<file path="src/rtl/ddr_wr_burst_axi.sv">
// ddr_wr_burst_axi
// Turns one upstream burst request into a single AXI4 write transaction
// (AW, then len W beats, then B). Only one burst is ever in flight.
//
// Ports
//   ddr_clk, ddr_rst         : clock, synchronous active-high reset
//   wr_burst_req/len/addr    : upstream request (len in beats, 1..256)
//   wr_burst_data_req        : pop strobe to the upstream FWFT FIFO
//   wr_burst_data            : FIFO head, valid in the cycle of the pop
//   wr_burst_finish          : one-cycle pulse when the burst completes
//   m_axi_aw* / m_axi_w* / m_axi_b* : AXI4 write channels (master side)
//   busy                     : high whenever the FSM is not idle
//   len_err                  : sticky, a request with an illegal length was seen
//   bresp_err_cnt            : saturating count of non-OKAY write responses
module ddr_wr_burst_axi #(
    parameter int         DDR_ADDR_WD = 32,
    parameter int         DDR_DATA_WD = 512,
    parameter int         ADDR_SHIFT  = 3,
    parameter logic [3:0] AXI_ID      = 4'd0
) (
    input  logic                     ddr_clk,
    input  logic                     ddr_rst,
    input  logic                     wr_burst_req,
    input  logic [9:0]               wr_burst_len,
    input  logic [DDR_ADDR_WD-1:0]   wr_burst_addr,
    output logic                     wr_burst_data_req,
    input  logic [DDR_DATA_WD-1:0]   wr_burst_data,
    output logic                     wr_burst_finish,
    output logic [3:0]               m_axi_awid,
    output logic [DDR_ADDR_WD-1:0]   m_axi_awaddr,
    output logic [7:0]               m_axi_awlen,
    output logic [2:0]               m_axi_awsize,
    output logic [1:0]               m_axi_awburst,
    output logic [3:0]               m_axi_awcache,
    output logic [2:0]               m_axi_awprot,
    output logic                     m_axi_awvalid,
    input  logic                     m_axi_awready,
    output logic [DDR_DATA_WD-1:0]   m_axi_wdata,
    output logic [DDR_DATA_WD/8-1:0] m_axi_wstrb,
    output logic                     m_axi_wlast,
    output logic                     m_axi_wvalid,
    input  logic                     m_axi_wready,
    input  logic [3:0]               m_axi_bid,
    input  logic [1:0]               m_axi_bresp,
    input  logic                     m_axi_bvalid,
    output logic                     m_axi_bready,
    output logic                     busy,
    output logic                     len_err,
    output logic [15:0]              bresp_err_cnt
);

    localparam int         STRB_W = DDR_DATA_WD / 8;
    localparam logic [2:0] AWSIZE = 3'($clog2(STRB_W));

    typedef enum logic [2:0] {IDLE, AW, W, B, DONE} state_t;

    state_t                 state_p0, state_nxt;
    logic [DDR_ADDR_WD-1:0] addr_p0;
    logic [7:0]             len_m1_p0;
    logic [7:0]             beat_cnt_p0;
    logic                   len_ok;
    logic                   aw_hs, w_hs, b_hs;
    logic                   bid_unused;

    // Only one burst is outstanding, so the response ID carries no information.
    assign bid_unused = ^m_axi_bid;

    assign len_ok = (wr_burst_len != 10'd0) && (wr_burst_len <= 10'd256);

    assign aw_hs = m_axi_awvalid & m_axi_awready;
    assign w_hs  = m_axi_wvalid  & m_axi_wready;
    assign b_hs  = m_axi_bvalid  & m_axi_bready;

    assign m_axi_awid    = AXI_ID;
    assign m_axi_awaddr  = addr_p0 << ADDR_SHIFT;
    assign m_axi_awlen   = len_m1_p0;
    assign m_axi_awsize  = AWSIZE;
    assign m_axi_awburst = 2'b01;
    assign m_axi_awcache = 4'b0011;
    assign m_axi_awprot  = 3'b000;

    assign m_axi_wdata   = wr_burst_data;
    assign m_axi_wstrb   = '1;
    assign m_axi_wlast   = m_axi_wvalid && (beat_cnt_p0 == len_m1_p0);

    // The FIFO is FWFT, so a beat is consumed exactly when the W handshake happens.
    assign wr_burst_data_req = w_hs;

    assign busy = (state_p0 != IDLE);

    // Next state and handshake outputs; reset forces everything quiet
    // in the same cycle so no handshake can complete while ddr_rst is high.
    always_comb begin
        state_nxt       = state_p0;
        m_axi_awvalid   = 1'b0;
        m_axi_wvalid    = 1'b0;
        m_axi_bready    = 1'b0;
        wr_burst_finish = 1'b0;
        if (!ddr_rst) begin
            case (state_p0)
                IDLE: begin
                    if (wr_burst_req && len_ok) state_nxt = AW;
                end
                AW: begin
                    m_axi_awvalid = 1'b1;
                    if (m_axi_awready) state_nxt = W;
                end
                W: begin
                    m_axi_wvalid = 1'b1;
                    if (m_axi_wready && (beat_cnt_p0 == len_m1_p0)) state_nxt = B;
                end
                B: begin
                    m_axi_bready = 1'b1;
                    if (m_axi_bvalid) state_nxt = DONE;
                end
                DONE: begin
                    // Request is deliberately ignored here so upstream can
                    // advance its address before being sampled again.
                    wr_burst_finish = 1'b1;
                    state_nxt       = IDLE;
                end
                default: state_nxt = IDLE;
            endcase
        end
    end

    // Control state
    always_ff @(posedge ddr_clk) begin
        if (ddr_rst) begin
            state_p0      <= IDLE;
            beat_cnt_p0   <= 8'd0;
            len_err       <= 1'b0;
            bresp_err_cnt <= 16'd0;
        end else begin
            state_p0 <= state_nxt;
            if (state_p0 == IDLE && wr_burst_req && !len_ok) len_err <= 1'b1;
            if (aw_hs)     beat_cnt_p0 <= 8'd0;
            else if (w_hs) beat_cnt_p0 <= beat_cnt_p0 + 8'd1;
            if (b_hs && (m_axi_bresp != 2'b00) && (bresp_err_cnt != 16'hFFFF))
                bresp_err_cnt <= bresp_err_cnt + 16'd1;
        end
    end

    // Burst parameters latched at acceptance
    always_ff @(posedge ddr_clk) begin
        if (state_p0 == IDLE && wr_burst_req && len_ok) begin
            addr_p0   <= wr_burst_addr;
            len_m1_p0 <= 8'(wr_burst_len - 10'd1);
        end
    end

endmodule

</file>
<file path="config.mk">
export PLATFORM = sky130hd
export DESIGN_NAME = ddr_wr_burst_axi
export DESIGN_NICKNAME = d
export VERILOG_FILES = /design/src/rtl/ddr_wr_burst_axi.sv
export SDC_FILE = /design/constraint.sdc
export NUM_CORES = 1
export LEC_CHECK = 0
export BUFFER_PORTS_ARGS = -buffer_cell sky130_fd_sc_hd__buf_2
export CAP_MARGIN = 15
export CORE_AREA = 5 5 470 472
export CTS_BUF_LIST = sky130_fd_sc_hd__clkbuf_2
export DETAILED_ROUTE_END_ITERATION = 7
export DIE_AREA = 0 0 475 477
export PLACE_DENSITY = 0.3
export SYNTH_ARGS = -nofsm -noshare
export SYNTH_HDL_FRONTEND = slang
export SYNTH_SLANG_ARGS = --single-unit
</file>
<file path="constraint.sdc">
create_clock -name ddr_clk -period 5.2 [get_ports ddr_clk]
set_input_delay 1.56 -clock ddr_clk [delete_from_list [all_inputs] [get_ports ddr_clk]]
set_output_delay 1.56 -clock ddr_clk [all_outputs]
set_load 0.1 [all_outputs]
</file>
Word-level counts from Yosys, hierarchy flattened --
Index checks and enable logic that the tools add are counted.
Operators by class: $add $sub $neg 3, order comparisons 1, equality and inequality tests 10, multiplexer cells 13, bitwise gates (word level) 3, reductions and logical operators 16
Operators with widths (count):
- $add A16 B1 Y16 const B | 1
- $ne A16 B16 Y1 const B | 1
- $mux W3 | 4
- $pmux W3 S4 | 1
- $le A10 B9 Y1 const B | 1
- $reduce_bool A10 Y1 | 1
- $logic_and A1 B1 Y1 | 9
- $add A8 B1 Y8 const B | 1
- $eq A8 B8 Y1 | 1
- $mux W1 | 8
- $ne A2 B2 Y1 const B | 4
- $sub A8 B1 Y8 const B | 1
- $eq A3 B2 Y1 const B | 2
- $reduce_and A4 Y1 | 1
- $and A1 B1 Y1 | 3
- $eq A3 B1 Y1 const B | 1
- $eq A3 B3 Y1 const B | 1
- $logic_not A3 Y1 | 1
- $reduce_bool A3 Y1 | 1
- $reduce_bool A2 Y1 | 1
- $reduce_or A2 Y1 | 1
- $logic_not A1 Y1 | 1
Word-level totals: flip-flop bits (word level) 65, word-level logic and storage cells 52

Logic depth before layout (Yosys ltp) --
depth in word-level cells 6, depth in mapped cells 6, depth with buffers taken out 6

Worst setup path before layout --
No wires, ideal clock.
path kind input to output, start input port ddr_rst, end output port wr_burst_finish, arrival 4.863 ns, path slack -1.223 ns, stages on the path 2, cells stage by stage clkbuf_1 > nor4b_1
Between the ends: longest elaborated chain between the ends 1
Ends and longest elaborated chain:
- start: declaration | RTL line 22 | input logic ddr_rst,
- $mux W1 | RTL line 99 | if (!ddr_rst) begin
- end: declaration | RTL line 28 | output logic wr_burst_finish,
No other way between the ends.

Worst setup path in the final report --
start input port ddr_rst, end output port m_axi_wlast
Between the ends: longest elaborated chain between the ends 2
Ends and longest elaborated chain:
- $mux W1 | RTL line 99
- $logic_and A1 B1 Y1 | RTL line 84 | assign m_axi_wlast = m_axi_wvalid && (beat_cnt_p0 == len_m1_p0);
- end: declaration | RTL line 40 | output logic m_axi_wlast,
No other way between the ends.

==> metrics.md <==
| Metric | Value |
|---|---|
| Outcome | finished clean |
| Die height | 477 um |
| Clock skew | 0.119 ns |
| Number of buffer and inverter stages on the critical path | 3 |
| Max-slew violations | 0 |
| Fillers | 25700 |
| Initial DRT Pass Iterations | 4 |
| WP data arrival | 2.93 ns |
| Syn_area_per_cell | 8.73 um^2 |
| Final Hold Vio Count | 0 |
| Critical Path Start Type | primary input |
| Gr usage total | 10.9% |
| CP max FO | 24 |
| Cell chain of the critical path | buf_2, nor4b_4, buf_4, and3_1, buf_2 |
| Mux share of post-synthesis cell area | 0.439% |
| Global-route wire length before repair | 138000 um |
| Iter 0 DRT Violations | 181 |
| Worst-margin pin slew | 0.813 ns |
| Post-CTS Setup Inserts | 0 |
| Peak Freq | 0.223 GHz |
| Yosys top cell area share | 60.5% |
| Final setup margin | 0.709 ns |
| Top_reg_cell synth | edfxtp_1 |
| Layout cells sized above 1 | 31.3% |
| RSZ-0062 raised after global routing | no |
| Synth Area in Simple Gates | 8.59% |
| CP endpoint kind | output port |
| IO buf count | 107 |
| Total CTS buffers | 9 |
| DRC | 0 |
| Area Growth Syn to Fin | 1.79% |
| VDD IR max | 0.0839 mV |
| Synthesized flop and latch total | 65 |
| Slew HR | 45.7% |
| Sequential Power Share | 39.6% |
| Crit Path Class | primary input to output port |
| Leading cell type in the layout, fill and taps excluded | buf_2 |
| Final TNS setup | 0 ns |
| Yosys cell types | 48 |
| TritonCTS clock tree | done |
| Non-filler instance count after layout | 3317 |
| Pwr per Cell Area | 189 nW/um^2 |
| Net switching power | 0.674 mW |
| Final period utilization | 86.4% |
| Post-Synth XOR/XNOR Area | 2.01% |
| Worst min path class | flip-flop to flip-flop |
| Cell Area, Synth | 7400 um^2 |
| Compound-cell area share of the yosys netlist | 3.99% |
| Tmin final | 4.49 ns |
| Post-route ant nets | 0 |
| Largest net degree at the start of global routing | 38 |
| CP peak stage delay | 0.43 ns |
| Part of the Yosys area used for sequential elements | 22.6% |
| Routed wire length | 129000 um |
| Total die area | 227000 um^2 |
| Post-Synthesis Cells | 848 |
| Clk Latency, worst-skew pair | 0.83 ns |
| Pre-CTS setup slack | 0.659 ns |
| Post-CTS sizing | 0 |
| Drt wl/cell | 39.0 um |
| Adder-cell share of the synthesized area | 0.676% |
| Critical path's top delay family | buffers and inverters |
| Most frequent cells in the layout | buf_2, conb_1, edfxtp_1 |
| Combinational family with the most area after synthesis | buffers and inverters |
| WP data required | 3.64 ns |
| Core Area | 216000 um^2 |
| Hold slack final | 0.523 ns |
| Nets | 1019 |
| CTS Sinks | 65 |
| I/O Pins | 1222 |
| DP Wirelength | 125000 um |
| Clock root buffer | clkbuf_2 |
| Clock tree buffer depth | 2 |
| Final setup violation count | 0 |
| # H-tree levels | 3 |
| Maxcap violations | 0 |
| Ys async rst share | 0% |
| CP most frequent cell | buf_2 |
| Initial core utilization | 3.43% |
| Slowest CP cell | buf_2 |
| Synth top area cells | buf_4, edfxtp_1, dfxtp_1 |
| Int Pwr | 0.751 mW |
| Chip width | 475 um |
| Sw frac | 47.3% |
| Post-synth EDFFs | 37 |
| Site Rows | 171 |
| Leak | 1.82 nW |
| Via density per instance | 1.25 |
| Reg clk slew, reported paths | 0.21 ns |
| Ys Warns | 0 |
| RePlAce Congestion | 0.790 |
| Synth area leader | buf_4 |
| CTS Hold Bufs | 0 |
| Logic pwr share | 28.9% |
| Placed Cells | 3292 |
| Via Count | 4134 |
| Vias in the first global route | 3655 |
| Clk pwr share | 31.5% |
| Initial antenna violation count | 41 |
| Grt total ovfl | 0 |
-- worst register-to-register path: stages, from the launching register on --
cell and delay [ns]:
dfxtp_1 0.51, nor3_1 0.32, nand3_1 0.18, nor2_4 0.10, buf_4 0.52
-- state kept, by name, summed over array words and instances, names as in the netlist --
| name | count |
|---|---|
| addr_p0 | 29 |
| beat_cnt_p0 | 8 |
| bresp_err_cnt | 16 |
| len_err | 1 |
| m_axi_awlen | 8 |
| state_p0 | 3 |
-- synth_stat cells (5+ instances only) --
cell type,instances
nand3_1,11
dfxtp_1,28
or4_1,7
o31ai_1,6
edfxtp_1,37
nor2_1,11
o21ai_0,8
xor2_1,13
nor3_1,7
nand4_1,6
nor4_1,5
a21oi_1,19
and2_1,5
buf_4,597
inv_1,12
and3_1,6
nand2_1,14
or3_1,6
-- per-stage QoR --
stage	power, mW	utilization, %	cell area [um^2]
after global routing	1.49	3.48	7520
after detailed placement	0.990	3.41	7360
after global placement	0.990	3.41	7360
after floorplan	2.84	-	7720
after CTS	1.48	3.48	7510
final	1.42	3.49	7530
-- power by group through the flow --
stage | Combinational [mW] | Clock (mW) | Sequential [mW]
final | 0.411 | 0.449 | 0.565
after global placement | 0.416 | 0 | 0.575
after CTS | 0.416 | 0.499 | 0.565
after global routing | 0.423 | 0.499 | 0.566
after detailed placement | 0.415 | 0 | 0.575
after floorplan | 2.20 | 0 | 0.639
-- logic make-up (layout without fill, tap and decap cells) --
logic type      Yosys count  in the layout
fa+ha+maj                 4              4
flops                    65             65
compound gates           47             47
simple gates             96             96
buf+inv                 614            139
xor+xnor                 17             17
other cells               2             92
mux                       3              3
-- routing by layer --
metal	vias up	share of wire, %	wire [um]	track usage (%)
li1	1286	-	-	-
met5	-	0.24	315	0.469
met1	1533	8.0	10300	2.28
met2	1028	43	55000	16.4
met4	34	3.5	4500	3.87
met3	253	46	59100	23.9
-- area by class of cell --
| class | instances | area [um^2] | area share (%) |
|---|---|---|---|
| antenna | 9 | 22.5 | 0.299 |
| clock buffer | 9 | 45.0 | 0.598 |
| clock inverter | 7 | 103 | 1.36 |
| inverter | 12 | 48.8 | 0.648 |
| multi-input combinational | 250 | 1490 | 19.7 |
| sequential | 65 | 1670 | 22.2 |
| tap | 2854 | 3570 | 47.4 |
| timing repair buffer | 111 | 586 | 7.77 |
-- worst paths after layout --
kind,start,to,slack (ns),depth (start not counted)
worst max-delay path,ddr_rst,m_axi_wlast,0.71,5
worst min-delay path,beat_cnt_p0[7],beat_cnt_p0[7],0.52,2
worst max register to register,state_p0[2],addr_p0[11],3.06,4
worst min register to register,beat_cnt_p0[7],beat_cnt_p0[7],0.52,2
Note: power is estimated with default switching activity, not from simulation.
